===== src/rtl/ex_muldiv_stage.sv =====
// ex_muldiv_stage: execute stage with a combinational ALU and branch unit plus an
// iterative RV32M-style multiply/divide unit (one bit per cycle).
// Latency: ALU/branch 0 cycles; mul/div XLEN+1 cycles from md_start to md_valid.
// Backpressure: stall freezes upstream while a mul/div is being accepted or computed.
//
// Ports:
//   clk, rst          - clock, asynchronous active-high reset
//   read_data_1/2     - register operands; fwd_ex_mem/fwd_mem_wb with ForwardA/B select bypass
//   imm, ALUSrc       - immediate and operand-B select for the ALU
//   alu_op            - ALU opcode -> ALU_result; store_data is forwarded operand B
//   inst_addr, Branch, br_funct3 -> branch_addr, PCSrc, IF_flush, ID_flush
//   md_start, md_op, md_kill     -> md_result, md_valid, stall
//
// Build option: define EX_MULDIV_DIV_EN to include the divider (DIV/DIVU/REM/REMU).
// Without it, md_op >= 4 completes in one cycle with md_result 0.
module ex_muldiv_stage #(
    parameter int XLEN       = 32,
    parameter int ADDR_WIDTH = 32
) (
    input  logic                  clk,
    input  logic                  rst,
    input  logic [XLEN-1:0]       read_data_1,
    input  logic [XLEN-1:0]       read_data_2,
    input  logic [XLEN-1:0]       imm,
    input  logic [ADDR_WIDTH-1:0] inst_addr,
    input  logic                  ALUSrc,
    input  logic [3:0]            alu_op,
    input  logic                  Branch,
    input  logic [2:0]            br_funct3,
    input  logic [1:0]            ForwardA,
    input  logic [1:0]            ForwardB,
    input  logic [XLEN-1:0]       fwd_ex_mem,
    input  logic [XLEN-1:0]       fwd_mem_wb,
    input  logic                  md_start,
    input  logic [2:0]            md_op,
    input  logic                  md_kill,
    output logic [XLEN-1:0]       ALU_result,
    output logic [XLEN-1:0]       store_data,
    output logic [ADDR_WIDTH-1:0] branch_addr,
    output logic                  PCSrc,
    output logic                  IF_flush,
    output logic                  ID_flush,
    output logic [XLEN-1:0]       md_result,
    output logic                  md_valid,
    output logic                  stall
);

    localparam int SHW = $clog2(XLEN);
    localparam int CW  = $clog2(XLEN);

    typedef enum logic [1:0] {
        S_IDLE = 2'd0,
        S_MUL  = 2'd1,
`ifdef EX_MULDIV_DIV_EN
        S_DIV  = 2'd2,
`endif
        S_DONE = 2'd3
    } state_t;

    // MULH, MULHSU, DIV, REM treat operand A as signed
    function automatic logic a_signed_f(input logic [2:0] op);
        return (op == 3'd1) || (op == 3'd2) || (op == 3'd4) || (op == 3'd6);
    endfunction

    // MULH, DIV, REM treat operand B as signed
    function automatic logic b_signed_f(input logic [2:0] op);
        return (op == 3'd1) || (op == 3'd4) || (op == 3'd6);
    endfunction

    // ---------------- forwarding, ALU, branch ----------------
    logic [XLEN-1:0] w_fwd_a, w_fwd_b, w_op_b, w_alu;
    logic [SHW-1:0]  w_shamt;
    logic            w_cond, w_take;

    always_comb begin
        w_fwd_a = (ForwardA == 2'b10) ? fwd_ex_mem :
                  (ForwardA == 2'b01) ? fwd_mem_wb : read_data_1;
        w_fwd_b = (ForwardB == 2'b10) ? fwd_ex_mem :
                  (ForwardB == 2'b01) ? fwd_mem_wb : read_data_2;
        w_op_b  = ALUSrc ? imm : w_fwd_b;
        w_shamt = w_op_b[SHW-1:0];
        case (alu_op)
            4'd0:    w_alu = w_fwd_a + w_op_b;
            4'd1:    w_alu = w_fwd_a - w_op_b;
            4'd2:    w_alu = w_fwd_a & w_op_b;
            4'd3:    w_alu = w_fwd_a | w_op_b;
            4'd4:    w_alu = w_fwd_a ^ w_op_b;
            4'd5:    w_alu = w_fwd_a << w_shamt;
            4'd6:    w_alu = w_fwd_a >> w_shamt;
            4'd7:    w_alu = XLEN'($signed(w_fwd_a) >>> w_shamt);
            4'd8:    w_alu = XLEN'($signed(w_fwd_a) < $signed(w_op_b));
            4'd9:    w_alu = XLEN'(w_fwd_a < w_op_b);
            default: w_alu = '0;
        endcase
    end

    // Branch compares the forwarded register operands, never the immediate
    always_comb begin
        case (br_funct3)
            3'b000:  w_cond = (w_fwd_a == w_fwd_b);
            3'b001:  w_cond = (w_fwd_a != w_fwd_b);
            3'b100:  w_cond = ($signed(w_fwd_a) <  $signed(w_fwd_b));
            3'b101:  w_cond = ($signed(w_fwd_a) >= $signed(w_fwd_b));
            3'b110:  w_cond = (w_fwd_a <  w_fwd_b);
            3'b111:  w_cond = (w_fwd_a >= w_fwd_b);
            default: w_cond = 1'b0;
        endcase
        w_take = Branch & w_cond;
    end

    assign ALU_result  = w_alu;
    assign store_data  = w_fwd_b;
    assign branch_addr = inst_addr + ADDR_WIDTH'($signed(imm));
    assign PCSrc       = w_take;
    assign IF_flush    = w_take;
    assign ID_flush    = w_take;

    // ---------------- multiply / divide ----------------
    state_t            r_state;
    logic [CW-1:0]     r_cnt;
    logic [XLEN-1:0]   r_a, r_b, r_md_result;
    logic [2:0]        r_op;
    logic [2*XLEN-1:0] r_acc;

    logic              w_ra_neg, w_rb_neg;
    logic [XLEN-1:0]   w_a_mag, w_b_mag;
    logic [2*XLEN-1:0] w_acc_cur;

    assign w_ra_neg = a_signed_f(r_op) & r_a[XLEN-1];
    assign w_rb_neg = b_signed_f(r_op) & r_b[XLEN-1];
    assign w_a_mag  = w_ra_neg ? -r_a : r_a;
    assign w_b_mag  = w_rb_neg ? -r_b : r_b;
    // First iteration loads |A| into the low half (multiplier or dividend)
    assign w_acc_cur = (r_cnt == '0) ? {{XLEN{1'b0}}, w_a_mag} : r_acc;

    // Shift-add: conditionally add |B| into the high half, then shift right
    logic [XLEN:0]     w_mul_sum;
    logic [2*XLEN-1:0] w_mul_nxt, w_prod;
    logic [XLEN-1:0]   w_mul_res;

    assign w_mul_sum = {1'b0, w_acc_cur[2*XLEN-1:XLEN]} +
                       (w_acc_cur[0] ? {1'b0, w_b_mag} : {(XLEN+1){1'b0}});
    assign w_mul_nxt = {w_mul_sum, w_acc_cur[XLEN-1:1]};
    assign w_prod    = (w_ra_neg ^ w_rb_neg) ? -w_mul_nxt : w_mul_nxt;
    assign w_mul_res = (r_op == 3'd0) ? w_prod[XLEN-1:0] : w_prod[2*XLEN-1:XLEN];

`ifdef EX_MULDIV_DIV_EN
    // Restoring division: acc = {remainder, dividend/quotient}
    logic [XLEN:0]     w_div_shift, w_div_diff;
    logic [2*XLEN-1:0] w_div_nxt;
    logic [XLEN-1:0]   w_quo, w_rem, w_q_fix, w_r_fix, w_div_res;

    assign w_div_shift = w_acc_cur[2*XLEN-1:XLEN-1];
    assign w_div_diff  = w_div_shift - {1'b0, w_b_mag};
    assign w_div_nxt   = {(w_div_diff[XLEN] ? w_div_shift[XLEN-1:0] : w_div_diff[XLEN-1:0]),
                          w_acc_cur[XLEN-2:0], ~w_div_diff[XLEN]};
    assign w_quo       = w_div_nxt[XLEN-1:0];
    assign w_rem       = w_div_nxt[2*XLEN-1:XLEN];
    // Divide by zero forces quotient -1; remainder naturally equals |dividend|
    assign w_q_fix     = (r_b == '0) ? '1 : ((w_ra_neg ^ w_rb_neg) ? -w_quo : w_quo);
    assign w_r_fix     = w_ra_neg ? -w_rem : w_rem;
    assign w_div_res   = r_op[1] ? w_r_fix : w_q_fix;
`endif

    always_ff @(posedge clk or posedge rst) begin
        if (rst) begin
            r_state     <= S_IDLE;
            r_cnt       <= '0;
            r_a         <= '0;
            r_b         <= '0;
            r_op        <= '0;
            r_acc       <= '0;
            r_md_result <= '0;
        end else if (md_kill) begin
            r_state <= S_IDLE;
            r_cnt   <= '0;
        end else begin
            case (r_state)
                S_IDLE: begin
                    if (md_start) begin
                        r_a   <= w_fwd_a;
                        r_b   <= w_fwd_b;
                        r_op  <= md_op;
                        r_cnt <= '0;
                        if (!md_op[2]) begin
                            r_state <= S_MUL;
                        end else begin
`ifdef EX_MULDIV_DIV_EN
                            r_state <= S_DIV;
`else
                            r_state     <= S_DONE;
                            r_md_result <= '0;
`endif
                        end
                    end
                end
                S_MUL: begin
                    r_acc <= w_mul_nxt;
                    r_cnt <= r_cnt + CW'(1);
                    if (r_cnt == CW'(XLEN-1)) begin
                        r_state     <= S_DONE;
                        r_md_result <= w_mul_res;
                    end
                end
`ifdef EX_MULDIV_DIV_EN
                S_DIV: begin
                    r_acc <= w_div_nxt;
                    r_cnt <= r_cnt + CW'(1);
                    if (r_cnt == CW'(XLEN-1)) begin
                        r_state     <= S_DONE;
                        r_md_result <= w_div_res;
                    end
                end
`endif
                S_DONE:  r_state <= S_IDLE;
                default: r_state <= S_IDLE;
            endcase
        end
    end

    assign md_result = r_md_result;
    assign md_valid  = (r_state == S_DONE);
`ifdef EX_MULDIV_DIV_EN
    assign stall = ((r_state == S_IDLE) && md_start) || (r_state == S_MUL) || (r_state == S_DIV);
`else
    assign stall = ((r_state == S_IDLE) && md_start) || (r_state == S_MUL);
`endif

endmodule

===== config.mk =====
export PLATFORM = sky130hd
export DESIGN_NAME = ex_muldiv_stage
export DESIGN_NICKNAME = d
export VERILOG_FILES = /design/src/rtl/ex_muldiv_stage.sv
export SDC_FILE = /design/constraint.sdc
export NUM_CORES = 1
export LEC_CHECK = 0
export BUFFER_PORTS_ARGS = -buffer_cell sky130_fd_sc_hd__buf_2
export CELL_PAD_IN_SITES_DETAIL_PLACEMENT = 1
export CELL_PAD_IN_SITES_GLOBAL_PLACEMENT = 1
export CORE_ASPECT_RATIO = 1.5
export CORE_MARGIN = 2
export CORE_UTILIZATION = 30
export CTS_CLUSTER_SIZE = 12
export DETAILED_ROUTE_END_ITERATION = 7
export PLACE_DENSITY_LB_ADDON = 0.1
export SETUP_SLACK_MARGIN = 0.4
export SLEW_MARGIN = 20
export SYNTH_ARGS = -nofsm -noshare
export SYNTH_HDL_FRONTEND = slang
export SYNTH_SLANG_ARGS = --single-unit

===== constraint.sdc =====
create_clock -name clk -period 16.7 [get_ports clk]
set_input_delay 3.34 -clock clk [delete_from_list [all_inputs] [get_ports clk]]
set_output_delay 3.34 -clock clk [all_outputs]
set_load 0.02 [all_outputs]

---- Yosys cells after proc, flatten, opt, wreduce, memory -nomap -nowiden ----
Cells that the tools add are included.
storage, ports and cells
  bits in registers ....................... 170
  bits in latches ......................... 0
  RAM bits ................................ 0
  bits in read-only memories .............. 0
  input port bits ......................... 212
  output and inout port bits .............. 133
  logic and storage cells ................. 108
  memories kept ........................... 0
operators by class
  $add $sub $neg .......................... 8
  multipliers ............................. 0
  div/mod/pow operators ................... 0
  $lt $le $gt $ge ......................... 6
  equal/unequal tests ..................... 32
  shift-type cells ........................ 3
  mux-type cells .......................... 25
  bitwise gates (word level) .............. 8
  reductions and logical operators ........ 19
operators with widths
  cell                  number
  $mux W32              12
  $pmux W32 S10         1
  $lt A32 B32 Y1        4
  $mux W64              2
  $add A32 B32 Y32      2
  $ge A32 B32 Y1        2
  $neg A32 Y32          2
  $neg A64 Y64          1
  $pmux W32 S2          1
  $add A32 B32 Y33      1
  $and A32 B32 Y32      1
  $eq A32 B32 Y1        1
  $ne A32 B32 Y1        1
  $or A32 B32 Y32       1
  $shl A32 B5 Y32       1
  $shr A32 B5 Y32       1
  $sshr A32 B5 Y32      1
  $sub A32 B32 Y32      1
  $xor A32 B32 Y32      1
  $eq A3 B3 Y1 const B  6
  $eq A4 B3 Y1 const B  4
  $mux W5               2
  $pmux W5 S2           1
  $eq A4 B2 Y1 const B  2
  27 further kinds      49

---- Longest topological paths before layout ----
Gate-level depths: netlist of the first run.
  depth in word-level cells ............... 14
  depth in mapped cells ................... 28
  gate-level depth less buffers ........... 23

---- Worst setup path before layout of the first run ----
OpenSTA, ideal clock, no wires.
  kind .................................... input to output
  from .................................... input ForwardB[0]
  to ...................................... output ALU_result[31]
  arrival ................................. 8.606 ns
  data required time ...................... 13.360 ns
  path slack .............................. 4.754 ns
  cell stages on the path ................. 21
  buffers on the path ..................... 5
  path through ............................ clkbuf_1 clkbuf_1 clkbuf_1 clkbuf_1 mux2i_1 nand2_1 o21ai_0 o21ai_0 inv_1 ha_1 clkbuf_1 nor4_1 and3_1 o41a_1 a311oi_1 o22ai_1 o41a_1 a31oi_1 o21ai_0 xor2_1 o21ai_0
on the way
  cells in the longest elaborated chain, start to end .. 6
  elaborated cells between the ends (all ways) .. 14
  those cells by class .................... add/sub (2); eq/ne (2); shift (3); mux (4); bitwise (3)
RTL lines
  what                                      RTL line  text
  start: declaration                        31        input logic [1:0] ForwardB,
  $eq A2 B1 Y1                              79        (ForwardB == 2'b01) ? fwd_mem_wb : read_data_2;
  $mux W32                                  79
  $mux W32 *                                78        w_fwd_b = (ForwardB == 2'b10) ? fwd_ex_mem :
  $mux W32 *                                80        w_op_b = ALUSrc ? imm : w_fwd_b;
  $sub A32 B32 Y32 (tied with other cells)  84        4'd1: w_alu = w_fwd_a - w_op_b;
  $pmux W32 S10 *                           82        case (alu_op)
  end: declaration                          37        output logic [XLEN-1:0] ALU_result,
Mark *: on every way between the ends. The rest lies on a longest branch, timed or not.

---- Final worst setup path of the first run ----
  from .................................... input ForwardB[0]
  to ...................................... output ALU_result[28]
The elaborated chain is that of the path after synthesis.

==> metrics.md, run 1 <==
| Metric | Value |
|---|---|
| Vias in the first global route | 28650 |
| DIE WIDTH | 237.9 um |
| Gr ovfl total | 0 |
| Commonest cells after routing, fill and taps aside | 510 x nand2_1, 397 x o21ai_0, 342 x buf_2 |
| Syn Std Cell Area | 0.02462 mm^2 |
| Critical Path AT | 9350 ps |
| Final period utilization | between 70% and 80% |
| Startpoint types | input port |
| Share of post-route cells with drive strength above 1 | 17.30% |
| Area grow syn2layout | 14.76% |
| CP startpoint | ForwardB[0] |
| Nets@finish | roughly 4100 |
| Critical path's top delay family | compound AO/OA/AOI/OAI gates |
| Worst r2r path cells | 19 |
| CTS tree | built |
| Setup_tns | 0 ps |
| Initial antenna violation count | 5 |
| Post-synth EDFFs | 0 |
| Area of placed instances | 0.02767 mm^2 |
| Period minus WS final | 12690 ps |
| Final setup viols | 0 |
| Status | finished, final reports clean |
| Core Area | between 0.08 and 0.09 mm^2 |
| Worst slew margin | 21.06% |
| Commonest non-fill, non-tap cell in the layout | nand2_1 |
| Placer Congestion | 1.028 |
| Cell area power density | 96.38 mW/mm^2 |
| Die area | 0.08443 mm^2 |
| Synth Register Bits | 170 |
| Cell leakage power | 12.87 nW |
| Hold path start | md_result[15]$_DFFE_PP0P_ |
| Initial core utilization | 30.33% |
| Drt wl/cell | around 28 um |
| Measured slew at the worst slew-check pin | 1177 ps |
| DP Cell Count | approximately 4700 |
| Via density | 5.877 |
| Final cell count without fillers | 4782 |
| Die H | 354.9 um |
| Detailed Route Iter0 Violations | 2037 |
| Synth Flop Type | dfrtp_1 |
| First-pass DRT Iterations | 5 |
| Synth Net Count | between 3000 and 4000 |
| RSZ-0062 raised after global routing | false |
| Clk buf depth | 2 |
| CP Buf/Inv Count | 5 |
| Worst-Skew Late Latency | 490 ps |
| Fmax | 78.82 MHz |
| Worst hold endpoint | md_result[15]$_DFFE_PP0P_ |
| Worst hold stages | 2 |
| Synth cell types | 90 |
| Sequential area share after synthesis | between 10% and 20% |
| Data required, critical path | 13360 ps |
| Final WS setup | 4013 ps |
| Input/output buffers | approximately 340 |
| Largest net degree at the start of global routing | 94 |
| Crit-path max cell delay | 760 ps |
| Total CTS buffers | 17 |
| Crit-path max FO | 50 |
| Final Hold Viols | 0 |
| Fin. max-slew vios | 0 |
| H-tree depth | 4 |
| DP Worst Slack | 4175 ps |
| CTS clock-pin slew for the worst setup and hold paths | 80 ps |
| Reg2reg start | r_cnt[0]$_DFFE_PP0P_ |
| FF-to-FF setup slack | 8520 ps |
| Tot Pwr | 2.723 mW |
| Routed WL | 135.8 mm |
| Setup CP Type | in -> out |
| FP Rows | between 100 and 150 |
| GRT Total Usage | 31.51% |
| Post-route cell area | between 0.02 and 0.03 mm^2 |
| Post-synth ARST share | 100.0% |
| CP cell instances | buf_4 -> mux2i_1 -> mux2_2 -> o21a_2 -> buf_4 -> inv_2 -> buf_4 -> ha_1 -> fa_1 -> o21bai_1 -> a21oi_1 -> nand2b_1 -> and3_1 -> o21ai_0 -> a311oi_1 -> o21ai_0 -> and4_1 -> nor3_1 -> xnor2_1 -> o221ai_1 -> buf_2 |
| First-pass GRT wire length | 196.4 mm |
| Clock Skew | 21.12 ps |
| Hold Crit Class | reg -> reg |
| Warnings from Yosys | 0 |
| Root Driver | clkbuf_16 |
| Most used cell, CP | buf_4 |
| CP max-delay cell | a311oi_1 |
| Post-DRT Antenna Nets | 0 |
| Max_cap viols | 0 |
| Post-CTS Setup Bufs | 0 |
| CTS Hold Buffers Added | 0 |
| Post-DP HPWL | 110.3 mm |
| Clock sinks | 170 |
| Cts repair resizes | 0 |
| DRC Markers | 0 |
| Crit path capture type | output pin |
| Syn Area/Cell | a little over 7 um^2 |
| VDD IR-drop max | 0.08013 mV |
| I/O Pins | 345 |
| Reg2reg end | md_result[31]$_DFFE_PP0P_ |
| Cell count after synthesis | 3486 |
| DR vias | ~28000 |
==> sequential cells by signal, summed over array words and instances, names as in the netlist <==
name,flops
r_state,2
md_result,32
r_a,32
r_cnt,5
r_b,32
r_acc,64
r_op,3
==> cells in the mapped netlist, types with 8 or more instances <==
master | n | area [um^2]
inv_1 | 157 | 589.3
mux2i_1 | 147 | 1471
o31ai_1 | 32 | 240.2
nor2b_1 | 23 | 143.9
o21bai_1 | 19 | 142.6
a22oi_1 | 14 | 105.1
a41oi_1 | 11 | 96.34
or3_1 | 29 | 181.4
and4_1 | 9 | 78.83
o211ai_1 | 37 | 277.8
o221ai_1 | 44 | 385.4
nor4_1 | 32 | 200.2
or2_2 | 19 | 118.9
o41ai_1 | 12 | 105.1
mux4_2 | 8 | 180.2
nor2_1 | 317 | 1190
nor3_1 | 79 | 395.4
a2111oi_0 | 15 | 131.4
and2_1 | 48 | 300.3
nand4_1 | 35 | 219.0
a21oi_1 | 249 | 1246
o22ai_1 | 14 | 87.58
nand3_1 | 60 | 300.3
nand2b_1 | 19 | 118.9
clkbuf_1 | 186 | 698.2
buf_1 | 35 | 131.4
ha_1 | 198 | 2477
xor2_1 | 52 | 455.4
or4_1 | 11 | 82.58
a21o_1 | 45 | 337.8
and3_1 | 23 | 143.9
xnor2_1 | 83 | 727.0
mux2_2 | 86 | 968.4
o21ai_0 | 400 | 2002
nor3b_1 | 9 | 67.56
o311ai_0 | 8 | 70.07
o21ai_1 | 14 | 70.07
o2111ai_1 | 10 | 87.58
a31oi_1 | 20 | 125.1
a211oi_1 | 32 | 240.2
dfrtp_1 | 170 | 4254
o21a_1 | 32 | 240.2
nand2_1 | 512 | 1922
a221oi_1 | 17 | 148.9
==> worst max path at each step <==
stage / to / slack, ps / cells past startpoint
6_report: ALU_result[28] / 4010 / 21
3_3_place_gp: ALU_result[28] / 4220 / 21
4_1_cts: ALU_result[28] / 4160 / 21
5_1_grt: ALU_result[24] / 3770 / 21
2_1_floorplan: ALU_result[31] / 4750 / 21
3_5_place_dp: ALU_result[28] / 4180 / 21
==> cell type report <==
class	count	area, um^2
Antenna cell	2	5.005
Clock buffer	18	439.2
Clock inverter	14	143.9
Fill cell	10210	52940
Inverter	161	609.3
Multi-Input combinational cell	2925	18970
Sequential cell	170	4254
Tap cell	1040	1301
Timing Repair Buffer	452	2537
==> cells by family after synthesis <==
kind of cell / Yosys count / share of synthesized area [%]
fa+ha+maj: 202 / 10.39
compound gates: 1093 / 27.53
mux: 241 / 10.64
flops: 170 / 17.28
simple gates: 1254 / 23.34
buf+inv: 391 / 6.026
xor+xnor: 135 / 4.802
==> tightest hold or removal path, cell delays in order (launching register included) <==
cell and delay [ps]:
dfrtp_1 340, nand2_1 50, nand2_1 40
==> stage by stage <==
stage	utilization (%)	hold WS, ps
4_1_cts	34.79	469.1
3_3_place_gp	34.07	445.3
2_1_floorplan	-	437.6
5_1_grt	34.80	504.1
6_report	34.80	462.0
3_5_place_dp	34.07	451.2
==> power breakdown <==
part	leakage (nW)	switching, mW	total (mW)	internal [mW]
clock network	0.289	0.214	0.417	0.203
logic	10.4	1.15	1.71	0.555
registers	2.20	0.0986	0.600	0.502
total	12.9	1.46	2.72	1.26
==> routing by layer <==
metal	global-route usage [%]	part of all wire [%]
met5	0	0
met4	22.26	8.3
met3	2.513	3.5
met2	55.98	49
met1	35.52	39
(Power assumes the default switching activity.)
==> inputs of run 2 (changes only) <==
- ABC_AREA: unset -> 1
- clock period: 16.7 -> 11 ns (I/O delays scaled with it)
==> run 2 against run 1 <==
Net effect: worst hold slack better by 12 ps; worst setup slack worse by 2800 ps; non-clock buffer count is 27 lower; area after synthesis is 10% higher; synthesized cell count is 39% higher; clock-buffer cell count is 1 higher; highest routed layer is now met5.
==> metrics.md, run 2 <==
| Metric | Value |
|---|---|
| Startpoint types | input port (unchanged) |
| Post-DRT Antenna Nets | 0 (unchanged) |
| Most used cell, CP | o21ai_0 (was buf_4) |
| WL met2 | 75.21 mm (was 66.17 mm) |
| Cell area power density | 155.4 mW/mm^2 (was 96.38 mW/mm^2) |
| Synth Register Bits | 170 (unchanged) |
| Post-synth EDFFs | 0 (unchanged) |
| Warnings from Yosys | 0 (unchanged) |
| First-pass GRT wire length | 226.7 mm (was 196.4 mm) |
| RSZ-0062 raised after global routing | false (unchanged) |
| CP max-delay cell | o21ai_0 (was a311oi_1) |
| Top cell type by total area after synthesis | nand2_1 (was dfrtp_1) |
| Met3 routed WL | 5.844 mm (was 4.733 mm) |
| DP Worst Slack | 1309 ps (was 4175 ps) |
| CTS Hold Buffers Added | 0 (unchanged) |
| Crit-path max cell delay | 610 ps (was 760 ps) |
| Via density | 5.326 (was 5.877) |
| Fillers | 12370 (was 10210) |
| Status | finished, final reports clean (unchanged) |
| Worst slew margin | 15.86% (was 21.06%) |
| I/O Pins | 345 (unchanged) |
| CTS tree | built (unchanged) |
| Period minus WS final | around 9800 ps |
| Area grow syn2layout | 13.31% (was 14.76%) |
| GRT Total Usage | 32.92% (was 31.51%) |
| Crit-path max FO | 32 (was 50) |
| Critical Path AT | 7600 ps (was 9350 ps) |
| Sequential Area | 0.004254 mm^2 (unchanged) |
| DIE WIDTH | 249.3 um (was 237.9 um) |
| Max FFs per register | 64 (unchanged) |
| Critical path's top delay family | compound AO/OA/AOI/OAI gates (unchanged) |
| Routed WL | 154.3 mm (was 135.8 mm) |
| Initial core utilization | 30.14% (was 30.33%) |
| Root Driver | clkbuf_16 (unchanged) |
| Core Area | 0.08986 mm^2 (was 0.08120 mm^2) |
| Yosys top cell area share | 21.11% (was 17.28%) |
| First-pass DRT Iterations | 5 (unchanged) |
| Final period utilization | 89.13% |
| Top sig layer | met5 (was met4) |
| Synth cell types | 62 (was 90) |
| Post-synth top cells | 1523 x nand2_1, 658 x inv_1, 429 x nor2_1 (was 512 x nand2_1, 400 x o21ai_0, 317 x nor2_1) |
| Largest net degree at the start of global routing | 120 (was 94) |
| DR vias | 33540 (was 28110) |
| Sequential area share after synthesis | 15.71% (was 17.28%) |
| Setup_tns | 0 ps (unchanged) |
| H-tree depth | 4 (unchanged) |
| Clock Skew | 13.28 ps (was 21.12 ps) |
| Gr ovfl total | 0 (unchanged) |
| DRC Markers | 0 (unchanged) |
| Setup CP Type | in -> out (unchanged) |
| Commonest non-fill, non-tap cell in the layout | nand2_1 (unchanged) |
| VDD IR-drop max | 0.1356 mV (was 0.08013 mV) |
| Drt wl/cell | 24.51 um (was 28.40 um) |
| Most frequent cell after synthesis | nand2_1 (unchanged) |
| Wl on met1 | 60.57 mm (was 53.56 mm) |
| CTS clock-pin slew for the worst setup and hold paths | 70 ps (was 80 ps) |
| Synth Flop Type | dfrtp_1 (unchanged) |
| Nets@finish | 5532 (was 4141) |
| CP cell instances | buf_2 -> inv_2 -> nand2_2 -> buf_4 -> buf_4 -> o21ai_0 -> inv_1 -> o21ai_0 -> inv_1 -> ha_1 -> nand2_1 -> nor2_1 -> inv_1 -> nor3_1 -> a21oi_1 -> o21ai_0 -> nand3_1 -> nand2_1 -> nor2_1 -> o21ai_0 -> nand3b_1 -> buf_2 (was buf_4 -> mux2i_1 -> mux2_2 -> o21a_2 -> buf_4 -> inv_2 -> buf_4 -> ha_1 -> fa_1 -> o21bai_1 -> a21oi_1 -> nand2b_1 -> and3_1 -> o21ai_0 -> a311oi_1 -> o21ai_0 -> and4_1 -> nor3_1 -> xnor2_1 -> o221ai_1 -> buf_2) |
| Post-synth ARST share | 100.0% (unchanged) |
| Synth top area cells | nand2_1 21%, dfrtp_1 16%, ha_1 9.1% (was dfrtp_1 17%, ha_1 10%, o21ai_0 8.1%) |
| Total CTS buffers | 17 (unchanged) |
| Multi-input logic area | 0.01950 mm^2 (was 0.01897 mm^2) |
| Clock sinks | 170 (unchanged) |
| Final setup viols | 0 (unchanged) |
| Cts repair resizes | 0 (unchanged) |
| Commonest cells after routing, fill and taps aside | 1522 x nand2_1, 656 x inv_1, 427 x nor2_1 (was 510 x nand2_1, 397 x o21ai_0, 342 x buf_2) |
| Fin. max-slew vios | 0 (unchanged) |
| Syn Area/Cell | 5.570 um^2 (was 7.064 um^2) |
| Max_cap viols | 0 (unchanged) |
| Initial antenna violation count | 5 (unchanged) |
| Die H | 372.0 um (was 354.9 um) |
| CP Buf/Inv Count | 8 (was 5) |
| Die area | 0.09274 mm^2 (was 0.08443 mm^2) |
| Syn Std Cell Area | 0.02708 mm^2 (was 0.02462 mm^2) |
| Data required, critical path | 8800 ps (was 13360 ps) |
| Synth Net Count | 5276 (was 3900) |
| Hold Crit Class | reg -> reg (unchanged) |
| Share of post-route cells with drive strength above 1 | 11.85% (was 17.30%) |
| Detailed Route Iter0 Violations | 2066 (was 2037) |
| Post-DP HPWL | 130.0 mm (was 110.3 mm) |
| Cell leakage power | 16.31 nW (was 12.87 nW) |
| Biggest register | r_acc (unchanged) |
| Clk buf depth | 2 (unchanged) |
| Vias in the first global route | 34540 (was 28650) |
| Fmax | 102.0 MHz |
| FP Rows | 135 (was 128) |
| Measured slew at the worst slew-check pin | 1255 ps (was 1177 ps) |
| Final Hold Viols | 0 (unchanged) |
| Placer Congestion | 0.9946 (was 1.028) |
| Post-CTS Setup Bufs | 0 (unchanged) |
| Crit path capture type | output pin (unchanged) |
| Cell count after synthesis | 4862 (was 3486) |
| Final WS setup | 1196 ps (was 4013 ps) |
| Input/output buffers | 344 (unchanged) |
| Worst-Skew Late Latency | 500 ps (was 490 ps) |
[run 2: cell types whose count changed in the layout (fill, tap and decap cells not counted), moves of 35 or more]
cell,previous run,this run
a21o_1,45,10
and2_1,48,1
inv_1,155,656
mux2_2,86,0
mux2i_1,147,3
nand2_1,510,1522
nand3_1,60,386
nor2_1,317,427
o21ai_1,8,77
o221ai_1,44,5
xnor2_1,82,15
[run 2: worst paths after layout]
check / from / to / slack [ps] / depth (start not counted)
worst max-delay path: ForwardB[0] / ALU_result[26] / 1200 / 22
worst min-delay path: md_result[29]$_DFFE_PP0P_ / md_result[29]$_DFFE_PP0P_ / 470 / 2
worst max register to register: r_cnt[0]$_DFFE_PP0P_ / md_result[14]$_DFFE_PP0P_ / 4940 / 28
worst min register to register: md_result[29]$_DFFE_PP0P_ / md_result[29]$_DFFE_PP0P_ / 470 / 2
max in group asynchronous: rst / r_acc[8]$_DFFE_PP0P_ / 7850 / 3
min in group asynchronous: rst / md_result[10]$_DFFE_PP0P_ / 1860 / 2
[run 2: worst register-to-register path, delay by kind of cell (launching register included)]
kind / cells / cell delay, ps
flip-flops: 1 / 380
XOR/XNOR: 1 / 380
AO/OA/AOI/OAI: 2 / 710
AND/OR/NAND/NOR: 16 / 2330
adder cells (fa/ha/maj): 3 / 870
buffers and inverters: 6 / 1290
[run 2: layer usage]
metal	vias up	track usage (%)
met5	-	0
met3	309	3.792
li1	16260	-
met4	2	23.66
met2	867	59.00
met1	16100	36.12
[run 2: cell families (layout without fill, tap and decap cells)]
logic type	after synthesis	after routing	share of synthesized area, %
xor gates and xnor gates	57	57	1.843
adders and majority gates	202	202	9.444
muxes	3	3	0.1109
other	0	2	0
DFF	170	170	15.71
and+or+nand+nor	2595	2595	40.27
buffers and inverters	866	1135	12.54
AOI/OAI and AO/OA	969	969	20.08
[run 2: layout make-up]
class                           count  area share [%]
Clock inverter                     13          0.4567
Tap cell                         1164           4.746
Timing Repair Buffer              425           7.633
Sequential cell                   170           13.86
Multi-Input combinational cell   3826           63.55
Clock buffer                       19           1.411
Inverter                          678           8.322
Antenna cell                        2         0.01631
[run 2: metrics by stage]
step	utilization, %	hold slack (ps)	cells	instance area [um^2]	power [mW]
2_1_floorplan	-	445.7	4862	27080	2.923
3_3_place_gp	33.50	456.2	6263	30110	4.089
3_5_place_dp	33.50	460.7	6263	30110	4.121
4_1_cts	34.14	480.8	6295	30680	4.774
5_1_grt	34.15	501.7	6297	30680	5.143
6_report	34.15	474.4	6297	30680	4.768
[run 2: report_power, final]
group	switching [mW]	total (mW)	internal, mW
Clock	0.314	0.632	0.318
Combinational	2.33	3.22	0.887
Sequential	0.122	0.917	0.795
Total	2.77	4.77	2.00
